--- src/rtl/unidad_division_if.sv ---
`default_nettype none
// unidad_division_if: start/done handshake and operand/result bus of the iterative divider.
interface unidad_division_if #(
   parameter int WIDTH = 32
);
   logic             Start;
   logic [1:0]       Op;
   logic [WIDTH-1:0] OperandA;
   logic [WIDTH-1:0] OperandB;
   logic             Kill;
   logic             Busy;
   logic             Done;
   logic [WIDTH-1:0] Result;

   modport master (
      output Start, Op, OperandA, OperandB, Kill,
      input  Busy, Done, Result
   );

   modport slave (
      input  Start, Op, OperandA, OperandB, Kill,
      output Busy, Done, Result
   );
endinterface
`default_nettype wire

--- src/rtl/unidad_division.sv ---
`default_nettype none
// unidad_division: radix-2 restoring divider for RV32M DIV/DIVU/REM/REMU, one quotient bit per clock.
// Rev 1.0
module unidad_division #(
   parameter int WIDTH = 32
) (
   input  wire logic         CLK,
   input  wire logic         RESET,
   unidad_division_if.slave  bus
);
   localparam int CNT_W = (WIDTH > 1) ? $clog2(WIDTH) : 1;
   localparam logic [CNT_W-1:0] LAST_ITER = CNT_W'(WIDTH - 1);

   typedef enum logic [1:0] {
      S_IDLE = 2'd0,
      S_CALC = 2'd1,
      S_DONE = 2'd2
   } state_t;

   state_t           state_q;
   logic [WIDTH-1:0] quo_q;
   logic [WIDTH-1:0] rem_q;
   logic [WIDTH-1:0] div_q;
   logic [WIDTH-1:0] result_q;
   logic [CNT_W-1:0] cnt_q;
   logic             op_rem_q;
   logic             qneg_q;
   logic             rneg_q;
   logic             busy_q;
   logic             done_q;

   logic             sgn_d;
   logic [WIDTH-1:0] abs_a_d;
   logic [WIDTH-1:0] abs_b_d;
   logic             zero_div_d;
   logic             ovf_d;
   logic [WIDTH-1:0] special_res_d;
   logic [WIDTH:0]   shift_d;
   logic             ge_d;
   logic [WIDTH-1:0] rem_d;
   logic [WIDTH-1:0] quo_d;
   logic [WIDTH-1:0] fix_d;

   // Operand conditioning evaluated on the pins, used only on the capture edge.
   always_comb begin
      sgn_d         = ~bus.Op[0];
      abs_a_d       = (sgn_d && bus.OperandA[WIDTH-1]) ? -bus.OperandA : bus.OperandA;
      abs_b_d       = (sgn_d && bus.OperandB[WIDTH-1]) ? -bus.OperandB : bus.OperandB;
      zero_div_d    = (bus.OperandB == '0);
      ovf_d         = sgn_d && (bus.OperandA == {1'b1, {(WIDTH-1){1'b0}}})
                            && (bus.OperandB == '1);
      special_res_d = '0;
      if (zero_div_d) begin
         special_res_d = bus.Op[1] ? bus.OperandA : '1;
      end else if (ovf_d) begin
         special_res_d = bus.Op[1] ? '0 : bus.OperandA;
      end
   end

   // One restoring step; rem_q < div_q always, so the shifted value fits WIDTH+1 bits.
   always_comb begin
      shift_d = {rem_q, quo_q[WIDTH-1]};
      ge_d    = (shift_d >= {1'b0, div_q});
      rem_d   = ge_d ? (shift_d[WIDTH-1:0] - div_q) : shift_d[WIDTH-1:0];
      quo_d   = {quo_q[WIDTH-2:0], ge_d};
      if (op_rem_q) begin
         fix_d = rneg_q ? -rem_d : rem_d;
      end else begin
         fix_d = qneg_q ? -quo_d : quo_d;
      end
   end

   always_ff @(posedge CLK or negedge RESET) begin
      if (!RESET) begin
         state_q  <= S_IDLE;
         quo_q    <= '0;
         rem_q    <= '0;
         div_q    <= '0;
         result_q <= '0;
         cnt_q    <= '0;
         op_rem_q <= 1'b0;
         qneg_q   <= 1'b0;
         rneg_q   <= 1'b0;
         busy_q   <= 1'b0;
         done_q   <= 1'b0;
      end else begin
         done_q <= 1'b0;
         case (state_q)
            S_IDLE, S_DONE: begin
               state_q <= S_IDLE;
               busy_q  <= 1'b0;
               if (bus.Start && !bus.Kill) begin
                  op_rem_q <= bus.Op[1];
                  qneg_q   <= sgn_d && (bus.OperandA[WIDTH-1] ^ bus.OperandB[WIDTH-1]);
                  rneg_q   <= sgn_d && bus.OperandA[WIDTH-1];
                  quo_q    <= abs_a_d;
                  div_q    <= abs_b_d;
                  rem_q    <= '0;
                  cnt_q    <= '0;
                  if (zero_div_d || ovf_d) begin
                     state_q  <= S_DONE;
                     done_q   <= 1'b1;
                     result_q <= special_res_d;
                  end else begin
                     state_q <= S_CALC;
                     busy_q  <= 1'b1;
                  end
               end
            end
            S_CALC: begin
               if (bus.Kill) begin
                  state_q <= S_IDLE;
                  busy_q  <= 1'b0;
               end else begin
                  quo_q <= quo_d;
                  rem_q <= rem_d;
                  cnt_q <= cnt_q + 1'b1;
                  if (cnt_q == LAST_ITER) begin
                     state_q  <= S_DONE;
                     busy_q   <= 1'b0;
                     done_q   <= 1'b1;
                     result_q <= fix_d;
                  end
               end
            end
            default: begin
               state_q <= S_IDLE;
               busy_q  <= 1'b0;
            end
         endcase
      end
   end

   assign bus.Busy   = busy_q;
   assign bus.Done   = done_q;
   assign bus.Result = result_q;

endmodule
`default_nettype wire
--- src/flat_wrapper.sv ---
// flat-port wrapper written by rule: the top's interface ports become plain ports
module unidad_division_flat 
#(
   parameter int WIDTH = 32
)
  (CLK, RESET, bus_Start, bus_Op, bus_OperandA, bus_OperandB, bus_Kill, bus_Busy, bus_Done, bus_Result);
  unidad_division_if #(.WIDTH(WIDTH)) bus_i ();
  input  wire logic CLK;
  input  wire logic RESET;
  input wire logic [$bits(bus_i.Start)-1:0] bus_Start;
  input wire logic [$bits(bus_i.Op)-1:0] bus_Op;
  input wire logic [$bits(bus_i.OperandA)-1:0] bus_OperandA;
  input wire logic [$bits(bus_i.OperandB)-1:0] bus_OperandB;
  input wire logic [$bits(bus_i.Kill)-1:0] bus_Kill;
  output wire logic [$bits(bus_i.Busy)-1:0] bus_Busy;
  output wire logic [$bits(bus_i.Done)-1:0] bus_Done;
  output wire logic [$bits(bus_i.Result)-1:0] bus_Result;
  assign bus_i.Start = bus_Start;
  assign bus_i.Op = bus_Op;
  assign bus_i.OperandA = bus_OperandA;
  assign bus_i.OperandB = bus_OperandB;
  assign bus_i.Kill = bus_Kill;
  assign bus_Busy = bus_i.Busy;
  assign bus_Done = bus_i.Done;
  assign bus_Result = bus_i.Result;
  unidad_division #(.WIDTH(WIDTH)) u_core (.CLK(CLK), .RESET(RESET), .bus(bus_i));
endmodule
--- config.mk ---
export PLATFORM = sky130hd
export DESIGN_NAME = unidad_division_flat
export DESIGN_NICKNAME = d
export VERILOG_FILES = /design/src/rtl/unidad_division_if.sv /design/src/rtl/unidad_division.sv /design/src/flat_wrapper.sv
export SDC_FILE = /design/constraint.sdc
export NUM_CORES = 1
export LEC_CHECK = 0
export BUFFER_PORTS_ARGS = -buffer_cell sky130_fd_sc_hd__clkbuf_2
export CORE_MARGIN = 2
export CORE_UTILIZATION = 55
export CTS_BUF_LIST = sky130_fd_sc_hd__clkbuf_16
export DETAILED_ROUTE_END_ITERATION = 8
export PLACE_DENSITY = 0.74
export SLEW_MARGIN = 20
export SYNTH_ARGS = -nofsm -noshare
export SYNTH_HDL_FRONTEND = slang
export SYNTH_SLANG_ARGS = --single-unit
--- constraint.sdc ---
create_clock -name CLK -period 12.15 [get_ports CLK]
set_input_delay 1.8225 -clock CLK [delete_from_list [all_inputs] [get_ports CLK]]
set_output_delay 1.8225 -clock CLK [all_outputs]
set_load 0.01 [all_outputs]
==> impl_results.rst, run 1 <==
.. list-table::
   :header-rows: 1

   * - Metric
     - Value
   * - Result of the run
     - complete, no violations
   * - Netlist area before placement
     - 0.0119 sq mm
   * - Cells after Synth
     - 1547
   * - First-pass GRT wire length
     - 59.1 mm
   * - Global placer's final weighted congestion
     - 0.960
   * - Type of destination of the critical path
     - register
   * - DR vias/cell
     - 6.32
   * - Number of hold violations in the final report
     - 0
   * - Min setup slack post-route
     - 6.44 ns
   * - Mean instance size in the synthesized netlist
     - 7.70 sq um
   * - Met3 Track Usage GR
     - 4.58%
   * - Type of the setup path with the least slack
     - register to register
   * - Net switching component of the power
     - 1.76 mW
   * - Maximum net fanout on the critical path
     - 57
   * - Ys Warns
     - 0
   * - GRT Max-Usage Layer
     - met2
   * - Part of the total power dissipated in sequential elements
     - 20.8%
   * - Die area
     - 0.0229 sq mm
   * - Detailed-route wire length per cell
     - 19.5 um
   * - Top cell type by total area after synthesis
     - dfrtp_1
   * - Fill cells
     - 1923
   * - Number of remaining DRC errors
     - 0
   * - Dominant cells by area after synthesis
     - dfrtp_1 29%, o21ai_0 7.0%, a21oi_1 6.9%, nand2_1 6.5%, xnor2_1 4.9%
   * - Tot Pwr
     - 3.38 mW
   * - Post-synth EDFFs
     - 0
   * - GR Overflow Total
     - 0
   * - Worst IR drop on VDD
     - 0.170 mV
   * - H-tree depth
     - 4
   * - PD cells
     - 260 mW/mm^2
   * - Core Rows
     - 53
   * - Worst-path clk slew
     - 0.06 ns
   * - Share of total power in the clock network
     - 15.6%
   * - Final number of setup-violating endpoints
     - 0
   * - Area Overhead vs Synth
     - 9.22%
   * - Number of clock sinks
     - 139
   * - Worst slew slack as a fraction of its limit
     - 21.8%
   * - Main synth FF type
     - dfrtp_1
   * - Area share of the largest cell type after synthesis
     - 29.2%
   * - Required time worst endpoint
     - 12.49 ns
   * - Met1 demand-to-capacity share in global routing
     - 46.2%
   * - Antenna violations before repair
     - 0
   * - Post-route minimum period
     - 5.71 ns
   * - Total track usage
     - 32.9%
   * - # nets final
     - 1702
   * - Wirelength, routed
     - 36.6 mm
   * - CTS-repair resized insts
     - 0
   * - Number of global-route vias before repair
     - 11068
   * - Type of the most critical hold path
     - register to register
   * - Synth async-reset ratio
     - 100%
   * - Post-CTS setup buffer count
     - 0
   * - Library cells used by synthesis
     - 90
   * - Number of nets still failing antenna checks after routing
     - 0
   * - Number of synthesized register bits
     - 139
   * - Leakage
     - 5.58 nW
   * - Combinational share of power
     - 63.6%
   * - Post-route clock period utilization
     - 47.0%
   * - Critical path arrival
     - 6.04 ns
   * - Clock root buffer
     - clkbuf_16
   * - Chip height
     - 151 um
   * - Net switching fraction of the power
     - 52.1%
   * - Sequential-to-total area share from yosys stat
     - 29.2%
   * - Total vias in the final route
     - 11880
   * - Max-cap violations
     - 0
   * - Max frequency
     - 175 MHz
   * - Starting density of the core
     - 56.3%
   * - Hold-fix buffer count after cts
     - 0
   * - Synthesized netlist net count
     - 1657
   * - Clock insertion delay at the later pin of the skew report
     - 0.43 ns
   * - Internal Power
     - 1.62 mW
   * - DP Wirelength
     - 26.8 mm
   * - Ant diodes
     - 0
   * - Total count of max-transition violations in the final report
     - 0
   * - Worst clock skew
     - 0.0139 ns
   * - Number of top-level design ports
     - 104
   * - Sum of negative setup slack
     - 0 ns
   * - Layout cell share with drive strength beyond 1
     - 11.5%
   * - Max Buffers Root-to-Sink
     - 2
   * - DIE WIDTH
     - 151 um
   * - Number of buffers added by the clock tree synthesis step
     - 17
   * - Core Region
     - 0.0212 sq mm
   * - Met2 usage in global routing
     - 52.0%
   * - Place WS
     - 6.32 ns
   * - Number of input and output port buffers inserted
     - 103
   * - TritonCTS clock tree
     - built
   * - Worst setup SP type
     - register
   * - Pin count of the biggest net entering global routing
     - 98
   * - Length of the first detailed-routing pass in iterations
     - 6
   * - Actual transition at the worst max-transition pin
     - 1.17 ns
   * - First DRT Iteration DRCs
     - 1018
   * - Unrepaired setup endpoints after global routing
     - no
## final timing paths
kind / startpoint / endpoint / depth (start not counted) / slack [ns]
min in group asynchronous: RESET / u_core.div_q[4] / 1 / 1.40
min: u_core.div_q[4] / u_core.div_q[4] / 2 / 0.48
max in group asynchronous: RESET / u_core.bus.Result[20] / 2 / 9.30
max: u_core.rem_q[5] / u_core.bus.Result[24] / 19 / 6.44
min reg2reg: u_core.div_q[4] / u_core.div_q[4] / 2 / 0.48
max reg2reg: u_core.rem_q[5] / u_core.bus.Result[24] / 19 / 6.44
## layout by cell type (no fill, tap or decap), types with 21 or more instances in the layout
master    instances
ha_1             39
nor2_1          123
nor3_1           40
clkbuf_2        102
xnor2_1          67
xor2_1           64
or3_1            27
dfrtp_1         139
nand2_1         205
o21ai_0         166
o31ai_1          40
a211oi_1         21
a21oi_1         164
inv_1            60
## cell usage after synthesis, types with 14 or more instances
master / count
nand2_1: 207
o21ai_0: 166
a21oi_1: 164
dfrtp_1: 139
nor2_1: 124
xnor2_1: 67
xor2_1: 64
clkbuf_1: 63
inv_1: 59
nor3_1: 40
o31ai_1: 40
ha_1: 39
or3_1: 27
a211oi_1: 21
nand4_1: 20
nand3_1: 18
mux2i_1: 17
o211ai_1: 15
a21o_1: 14
and3_1: 14
nor4_1: 14
## final cells by class
| type | instances | area, sq um | area share (%) |
|---|---|---|---|
| clock buffer | 17 | 425 | 3.27 |
| tap | 275 | 344 | 2.64 |
| timing repair buffer | 116 | 619 | 4.76 |
| multi-input combinational | 1259 | 7780 | 59.8 |
| inverter | 59 | 221 | 1.70 |
| clock inverter | 14 | 146 | 1.12 |
| sequential | 139 | 3480 | 26.7 |
## kinds of logic (layout without fill, tap and decap cells)
family          count (synthesis)  after routing  share of synthesized area, %
mux                            19             19                          1.62
buf+inv                       149            206                          5.74
compound gates                528            528                          27.5
fa+ha+maj                      40             40                          4.26
flops                         139            139                          29.2
xor+xnor                      132            132                          9.77
simple gates                  540            540                          21.9
## per-layer routing
metal / wire, um / part of all wire [%]
met5: 0 / 0
met4: 1120 / 3.1
met3: 2580 / 7.0
met2: 16700 / 46
met1: 16200 / 44
## flip-flops by register name, indices dropped and copies added, names as in the netlist
name               flops
u_core.rneg_q          1
u_core.rem_q          32
u_core.bus.Result     32
u_core.cnt_q           5
u_core.op_rem_q        1
u_core.quo_q          32
u_core.state_q         1
u_core.div_q          32
u_core.qneg_q          1
u_core.bus.Busy        1
u_core.bus.Done        1
## power by group through the flow
stage	registers (mW)	clock network [mW]	logic [mW]
2_1_floorplan	0.654	0	1.68
5_1_grt	0.718	0.545	2.37
6_report	0.703	0.525	2.15
3_3_place_gp	0.703	0	2.08
3_5_place_dp	0.706	0	2.10
4_1_cts	0.700	0.527	2.12
## critical path: stages, from the launching register on
cell	delay (ns)
dfrtp_1	0.48
ha_1	0.58
nand4_1	0.26
nor4_1	0.37
nand4_1	0.17
o211a_1	0.21
nand2_2	0.07
buf_4	0.53
inv_1	0.15
mux2i_1	0.28
ha_1	0.27
nand2_1	0.12
nor4_4	0.22
nand2_2	0.13
nor4b_4	0.32
a32oi_1	0.20
or4_1	0.58
o31ai_2	0.32
nor4_1	0.08
a211oi_1	0.24
## through the flow
step	utilization [%]	hold slack, ns	cells	area (sq um)
floorplan	-	0.450	1547	11900
global placement	58.8	0.461	1848	12400
detailed placement	58.8	0.470	1848	12400
CTS	61.5	0.485	1879	13000
global route	61.5	0.510	1879	13000
finish	61.5	0.478	1879	13000
Power figures use the tool's default switching activity.
==> run 2, diff against run 1 <==
--- a/config.mk
+++ b/config.mk
@@ -5,12 +5,13 @@
 export SDC_FILE = /design/constraint.sdc
 export NUM_CORES = 1
 export LEC_CHECK = 0
+export ABC_AREA = 1
 export BUFFER_PORTS_ARGS = -buffer_cell sky130_fd_sc_hd__clkbuf_2
 export CORE_MARGIN = 2
 export CORE_UTILIZATION = 55
 export CTS_BUF_LIST = sky130_fd_sc_hd__clkbuf_16
 export DETAILED_ROUTE_END_ITERATION = 8
-export PLACE_DENSITY = 0.74
+export PLACE_DENSITY = 0.77
 export SLEW_MARGIN = 20
 export SYNTH_ARGS = -nofsm -noshare
 export SYNTH_HDL_FRONTEND = slang
==> constraint.sdc (replaced) <==
create_clock -name CLK -period 4.9 [get_ports CLK]
set_input_delay 0.735 -clock CLK [delete_from_list [all_inputs] [get_ports CLK]]
set_output_delay 0.735 -clock CLK [all_outputs]
set_load 0.01 [all_outputs]
==> impl_results.rst, run 2 <==
.. list-table::
   :header-rows: 1

   * - Metric
     - Value
   * - Multi-input logic area
     - 0.00770 sq mm
   * - Chip height
     - 155 um
   * - Fill cells
     - 2188
   * - Leading cell type in the layout, fill and taps excluded
     - nand2_1
   * - Required time worst endpoint
     - 5.23 ns
   * - Max Buffers Root-to-Sink
     - 2
   * - Sum of negative setup slack
     - 0 ns
   * - Net switching component of the power
     - 5.59 mW
   * - Dominant cells by area after synthesis
     - dfrtp_1 28%, nand2_1 19%, inv_1 8.0%, o21ai_0 7.5%, nor2_1 5.7%
   * - Number of hold violations in the final report
     - 0
   * - Number of synthesized register bits
     - 139
   * - H-tree depth
     - 4
   * - Part of the total power dissipated in sequential elements
     - 18.5%
   * - Number of clock sinks
     - 139
   * - Sequential-to-total area share from yosys stat
     - 27.7%
   * - Number of buffers added by the clock tree synthesis step
     - 17
   * - Register Area
     - 0.00348 sq mm
   * - Number of global-route vias before repair
     - 13045
   * - Type of destination of the critical path
     - register
   * - Core Region
     - 0.0225 sq mm
   * - Type of the setup path with the least slack
     - register to register
   * - Starting density of the core
     - 55.8%
   * - Area share of the largest cell type after synthesis
     - 27.7%
   * - Post-synth EDFFs
     - 0
   * - Number of input and output port buffers inserted
     - 103
   * - GR Overflow Total
     - 0
   * - Share of total power in the clock network
     - 13.1%
   * - Total vias in the final route
     - 14186
   * - Most numerous cell types in the synthesized netlist
     - 624 x nand2_1, 266 x inv_1, 189 x nor2_1, 189 x o21ai_0, 139 x dfrtp_1
   * - Leakage
     - 7.24 nW
   * - Global placer's final weighted congestion
     - 0.976
   * - Wirelength, routed
     - 45.1 mm
   * - Detailed-route wire length per cell
     - 18.6 um
   * - Length of the first detailed-routing pass in iterations
     - 6
   * - Area Overhead vs Synth
     - 10.3%
   * - Die area
     - 0.0240 sq mm
   * - Cells on worst reg2reg path
     - 24
   * - Worst setup SP type
     - register
   * - Netlist area before placement
     - 0.0125 sq mm
   * - DR vias/cell
     - 5.86
   * - Max frequency
     - 224 MHz
   * - Hold-fix buffer count after cts
     - 0
   * - Post-route clock period utilization
     - 91.0%
   * - Ys Warns
     - 0
   * - Cells after Synth
     - 2048
   * - Antenna violations before repair
     - 2
   * - Actual transition at the worst max-transition pin
     - 0.933 ns
   * - TritonCTS clock tree
     - built
   * - Area of placed instances
     - 0.0133 sq mm
   * - Final number of setup-violating endpoints
     - 0
   * - Unrepaired setup endpoints after global routing
     - no
   * - Worst-path clk slew
     - 0.07 ns
   * - Number of top-level design ports
     - 104
   * - Clock insertion delay at the later pin of the skew report
     - 0.44 ns
   * - Post-CTS setup buffer count
     - 0
   * - DP Wirelength
     - 33.8 mm
   * - Critical path arrival
     - 4.79 ns
   * - Synth async-reset ratio
     - 100%
   * - DIE WIDTH
     - 155 um
   * - Result of the run
     - complete, no violations
   * - Net switching fraction of the power
     - 57.7%
   * - Number of nets still failing antenna checks after routing
     - 0
   * - Max-cap violations
     - 0
   * - Cell with the most instances after synthesis
     - nand2_1
   * - Layout cell share with drive strength beyond 1
     - 11.3%
   * - # nets final
     - 2230
   * - First DRT Iteration DRCs
     - 1941
   * - Core Rows
     - 55
   * - Clock root buffer
     - clkbuf_16
   * - Maximum net fanout on the critical path
     - 9
   * - Mean instance size in the synthesized netlist
     - 6.13 sq um
   * - Worst IR drop on VDD
     - 0.337 mV
   * - Place WS
     - 0.689 ns
   * - Top cell type by total area after synthesis
     - dfrtp_1
   * - PD cells
     - 701 mW/mm^2
   * - Type of the most critical hold path
     - input pin to asynchronous set/reset pin
   * - Min setup slack post-route
     - 0.440 ns
   * - Worst slew slack as a fraction of its limit
     - 37.4%
   * - Synthesized netlist net count
     - 2158
   * - Total count of max-transition violations in the final report
     - 0
   * - Main synth FF type
     - dfrtp_1
   * - Internal Power
     - 4.10 mW
   * - CTS-repair resized insts
     - 0
   * - Library cells used by synthesis
     - 48
   * - Worst clock skew
     - 0.0116 ns
   * - Number of remaining DRC errors
     - 0
   * - Pin count of the biggest net entering global routing
     - 85
   * - First-pass GRT wire length
     - 71.0 mm
   * - Total track usage
     - 37.8%
   * - Final design area excluding fillers
     - 0.0138 sq mm
   * - Commonest cells after routing, fill and taps aside
     - 622 x nand2_1, 265 x inv_1, 189 x o21ai_0
   * - Combinational share of power
     - 68.4%
   * - Post-route minimum period
     - 4.46 ns
-- run 2: changes by cell type in the layout (fill, tap and decap cells not counted), moves of 27 or more --
cell,change
xnor2_1,-48
nand3_1,+97
inv_1,+205
or3_1,-27
o31ai_1,-38
nand2_1,+417
a21oi_1,-50
nor2_1,+65
-- run 2: path summary, 6_finish.rpt --
check                                      from               endpoint  slack, ns
setup / recovery               u_core.rem_q[27]  u_core.bus.Result[30]       0.44
hold / removal                            RESET        u_core.rem_q[8]       0.27
setup reg to reg               u_core.rem_q[27]  u_core.bus.Result[30]       0.44
hold reg to reg            u_core.bus.Result[3]   u_core.bus.Result[3]       0.48
max in group asynchronous                 RESET       u_core.rem_q[26]       3.54
min in group CLK           u_core.bus.Result[3]   u_core.bus.Result[3]       0.48
-- run 2: metrics by stage --
step                      hold slack (ns)  power [mW]  std cells  utilization [%]
after floorplan                     0.439        6.48       2048                -
after global placement              0.465        8.15       2386             59.0
after detailed placement            0.464        8.24       2386             59.0
after CTS                           0.292        9.53       2418             61.5
after global routing                0.316        10.5       2418             61.5
final                               0.274        9.70       2419             61.5
-- run 2: power by group through the flow --
stage / combinational (mW) / clock [mW] / sequential [mW]
3_5_place_dp: 6.45 / 0 / 1.80
6_report: 6.64 / 1.27 / 1.80
2_1_floorplan: 4.72 / 0 / 1.76
5_1_grt: 7.36 / 1.32 / 1.83
4_1_cts: 6.47 / 1.27 / 1.78
3_3_place_gp: 6.36 / 0 / 1.79
-- run 2: per-layer routing --
layer	GRT usage, %	wire [um]	share of wire (%)
met1	54.4	19400	43
met2	56.8	19300	43
met3	7.19	5000	11
met4	13.1	1360	3.0
met5	0	13	0.029
-- run 2: cell type report --
class,count,area share (%)
clock inverters,15,0.922
clock buffers,17,3.07
inverters,284,7.70
repair buffers,125,4.96
diodes,1,0.0181
multi-input cells,1553,55.6
well taps,285,2.58
flip-flops and latches,139,25.1
-- run 2: cells by family after synthesis --
logic type,Yosys count,share of synthesized area [%]
AND/OR/NAND/NOR,1068,36.3
AO/OA/AOI/OAI,384,16.6
XOR/XNOR,61,4.26
flip-flops,139,27.7
buffers and inverters,356,11.0
adder cells (fa/ha/maj),40,4.05
-- run 2: worst max-delay path, cell delays in order (launching register included) --
cell and delay [ns]:
dfrtp_1 0.40, ha_1 0.38, a21oi_1 0.28, nand2_1 0.09, a21oi_1 0.20, nand2_1 0.13
nor2_4 0.13, nand2_4 0.06, inv_2 0.21, ha_1 0.25, nand3_1 0.12, nor3_1 0.28
nand3_1 0.17, nor3_2 0.25, nand4_1 0.21, nand2_1 0.16, o21ai_1 0.14, nor2_1 0.19
o21ai_1 0.14, nor2_1 0.14, a21oi_1 0.07, a21oi_1 0.17, nand2_1 0.08, nand2_1 0.06
nand2_1 0.05
==> run 3, diff against run 2 <==
--- a/config.mk
+++ b/config.mk
@@ -6,13 +6,14 @@
 export NUM_CORES = 1
 export LEC_CHECK = 0
 export ABC_AREA = 1
-export BUFFER_PORTS_ARGS = -buffer_cell sky130_fd_sc_hd__clkbuf_2
+export BUFFER_PORTS_ARGS = -buffer_cell sky130_fd_sc_hd__buf_2
+export CELL_PAD_IN_SITES_DETAIL_PLACEMENT = 1
+export CELL_PAD_IN_SITES_GLOBAL_PLACEMENT = 1
 export CORE_MARGIN = 2
-export CORE_UTILIZATION = 55
+export CORE_UTILIZATION = 39
 export CTS_BUF_LIST = sky130_fd_sc_hd__clkbuf_16
 export DETAILED_ROUTE_END_ITERATION = 8
-export PLACE_DENSITY = 0.77
-export SLEW_MARGIN = 20
+export PLACE_DENSITY_LB_ADDON = 0.1
 export SYNTH_ARGS = -nofsm -noshare
 export SYNTH_HDL_FRONTEND = slang
 export SYNTH_SLANG_ARGS = --single-unit
==> impl_results.rst, run 3 (same netlist as run 2, synthesis figures left out) <==
.. list-table::
   :header-rows: 1

   * - Metric
     - Value
   * - Number of buffers added by the clock tree synthesis step
     - 17
   * - Maximum net fanout on the critical path
     - 5
   * - Fill cells
     - 4285
   * - Worst IR drop on VDD
     - 0.359 mV
   * - TritonCTS clock tree
     - built
   * - Actual transition at the worst max-transition pin
     - 1.05 ns
   * - DIE WIDTH
     - 183 um
   * - Result of the run
     - complete, no violations
   * - Post-route clock period utilization
     - 93.3%
   * - CP delay by family, top
     - simple AND/OR/NAND/NOR gates
   * - Max Buffers Root-to-Sink
     - 2
   * - Type of the most critical hold path
     - input pin to asynchronous set/reset pin
   * - Leading cell type in the layout, fill and taps excluded
     - nand2_1
   * - Largest stage delay on the critical path
     - 0.40 ns
   * - Total track usage
     - 32.4%
   * - Number of nets still failing antenna checks after routing
     - 0
   * - H-tree depth
     - 4
   * - Worst setup SP type
     - register
   * - # nets final
     - 2234
   * - Number of input and output port buffers inserted
     - 103
   * - Final design area excluding fillers
     - 0.0141 sq mm
   * - Total count of max-transition violations in the final report
     - 0
   * - First-pass GRT wire length
     - 82.3 mm
   * - Layout cell share with drive strength beyond 1
     - 11.4%
   * - Antenna violations before repair
     - 3
   * - First DRT Iteration DRCs
     - 958
   * - Number of top-level design ports
     - 104
   * - Internal Power
     - 4.25 mW
   * - Unrepaired setup endpoints after global routing
     - no
   * - Pin count of the biggest net entering global routing
     - 74
   * - Post-CTS setup buffer count
     - 0
   * - Global placer's final weighted congestion
     - 0.955
   * - Detailed-route wire length per cell
     - 21.2 um
   * - Met3 Track Usage GR
     - 5.26%
   * - Net switching fraction of the power
     - 58.0%
   * - Part of the total power dissipated in sequential elements
     - 18.0%
   * - Worst-path clk slew
     - 0.06 ns
   * - Worst slew slack as a fraction of its limit
     - 29.7%
   * - Max-cap violations
     - 0
   * - Clock root buffer
     - clkbuf_16
   * - Chip height
     - 183 um
   * - PD cells
     - 720 mW/mm^2
   * - Worst clock skew
     - 0.0130 ns
   * - Met2 usage in global routing
     - 50.6%
   * - Number of global-route vias before repair
     - 14178
   * - Length of the first detailed-routing pass in iterations
     - 5
   * - Met1 demand-to-capacity share in global routing
     - 45.1%
   * - Area Overhead vs Synth
     - 12.0%
   * - Core Rows
     - 65
   * - Number of clock sinks
     - 139
   * - DR vias/cell
     - 5.58
   * - Total vias in the final route
     - 14152
   * - Cell with the largest stage delay on the worst path
     - dfrtp_1
   * - Share of total power in the clock network
     - 13.4%
   * - Wirelength, routed
     - 53.8 mm
   * - Final number of setup-violating endpoints
     - 0
   * - Leakage
     - 7.27 nW
   * - Max frequency
     - 219 MHz
   * - Commonest cells after routing, fill and taps aside
     - 622 x nand2_1, 265 x inv_1, 188 x nor2_1, 188 x o21ai_0, 139 x dfrtp_1
   * - Starting density of the core
     - 39.7%
   * - Post-route minimum period
     - 4.57 ns
   * - Combinational share of power
     - 68.7%
   * - Area of placed instances
     - 0.0135 sq mm
   * - DP Wirelength
     - 41.8 mm
   * - Critical path arrival
     - 4.91 ns
   * - Type of the setup path with the least slack
     - register to register
   * - Library cell appearing most often on the critical path
     - nand2_1
   * - Number of remaining DRC errors
     - 0
   * - Core Region
     - 0.0316 sq mm
   * - Die area
     - 0.0336 sq mm
   * - Type of destination of the critical path
     - register
   * - Net switching component of the power
     - 5.86 mW
   * - GRT Max-Usage Layer
     - met2
   * - Clock insertion delay at the later pin of the skew report
     - 0.46 ns
   * - Worst path buffer plus inverter count
     - 2
   * - Sum of negative setup slack
     - 0 ns
   * - Number of hold violations in the final report
     - 0
   * - GR Overflow Total
     - 0
   * - Required time worst endpoint
     - 5.24 ns
-- run 3: per-layer routing --
| metal | up-vias | wire (um) |
|---|---|---|
| li1 | 6756 | - |
| met1 | 6955 | 25300 |
| met2 | 356 | 23900 |
| met3 | 85 | 2960 |
| met4 | 0 | 1650 |
| met5 | - | 0 |
-- run 3: final cells by class --
type / count / area [sq um] / share of cell area (%)
well taps: 402 / 503 / 3.58
multi-input cells: 1553 / 7710 / 54.9
clock buffers: 17 / 425 / 3.03
flip-flops and latches: 139 / 3480 / 24.7
diodes: 1 / 2.50 / 0.0178
clock inverters: 12 / 151 / 1.08
repair buffers: 129 / 717 / 5.10
inverters: 284 / 1070 / 7.58
-- run 3: metrics by stage --
step                      worst slack (ns)  std cells  hold WS (ns)  utilization [%]  power [mW]
final                                0.329       2537         0.314             44.4        10.1
after global routing                0.0545       2536         0.365             44.4        11.0
after CTS                            0.309       2536         0.351             44.4        10.1
after detailed placement             0.407       2507         0.461             42.6        8.66
after global placement               0.475       2507         0.459             42.6        8.53
after floorplan                       1.40       2048         0.439                -        6.48
-- run 3: power groups by stage --
stage / logic [mW] / clock network (mW) / registers, mW
6_report: 6.95 / 1.35 / 1.82
5_1_grt: 7.72 / 1.41 / 1.86
4_1_cts: 6.88 / 1.37 / 1.80
3_5_place_dp: 6.84 / 0 / 1.82
3_3_place_gp: 6.73 / 0 / 1.80
2_1_floorplan: 4.72 / 0 / 1.76
-- run 3: timing repair --
| item | in CTS | in global routing |
|---|---|---|
| endpoints found under the setup margin | 0 | 3 |
| gates resized for setup | 0 | 3 |
| hold buffers | 0 | 0 |
-- run 3: worst register-to-register path, cell delays in order (launching register included) --
cell	delay, ns
dfrtp_1	0.40
inv_1	0.07
ha_1	0.40
a21oi_1	0.26
nand2_1	0.13
a21oi_2	0.22
nor2_2	0.08
nor2_4	0.14
nand2_4	0.07
inv_2	0.09
ha_1	0.20
nand3_1	0.13
nor3_2	0.20
nand3_1	0.17
nor3_4	0.25
nand4_1	0.21
nand2_1	0.18
o21ai_1	0.18
nor2_1	0.19
o21ai_1	0.14
nor2_1	0.15
a21oi_1	0.08
a21oi_1	0.30
nand2_1	0.10
nand2_1	0.07
nand2_1	0.05
-- run 3: worst paths after layout --
kind,endpoint,start,slack [ns],cells past startpoint
worst max-delay path,u_core.bus.Result[30],u_core.div_q[24],0.33,25
worst min-delay path,u_core.div_q[7],RESET,0.31,1
worst max register to register,u_core.bus.Result[30],u_core.div_q[24],0.33,25
worst min register to register,u_core.bus.Result[6],u_core.bus.Result[6],0.47,2
max in group asynchronous,u_core.bus.Result[30],RESET,3.50,2
min in group CLK,u_core.bus.Result[6],u_core.bus.Result[6],0.47,2
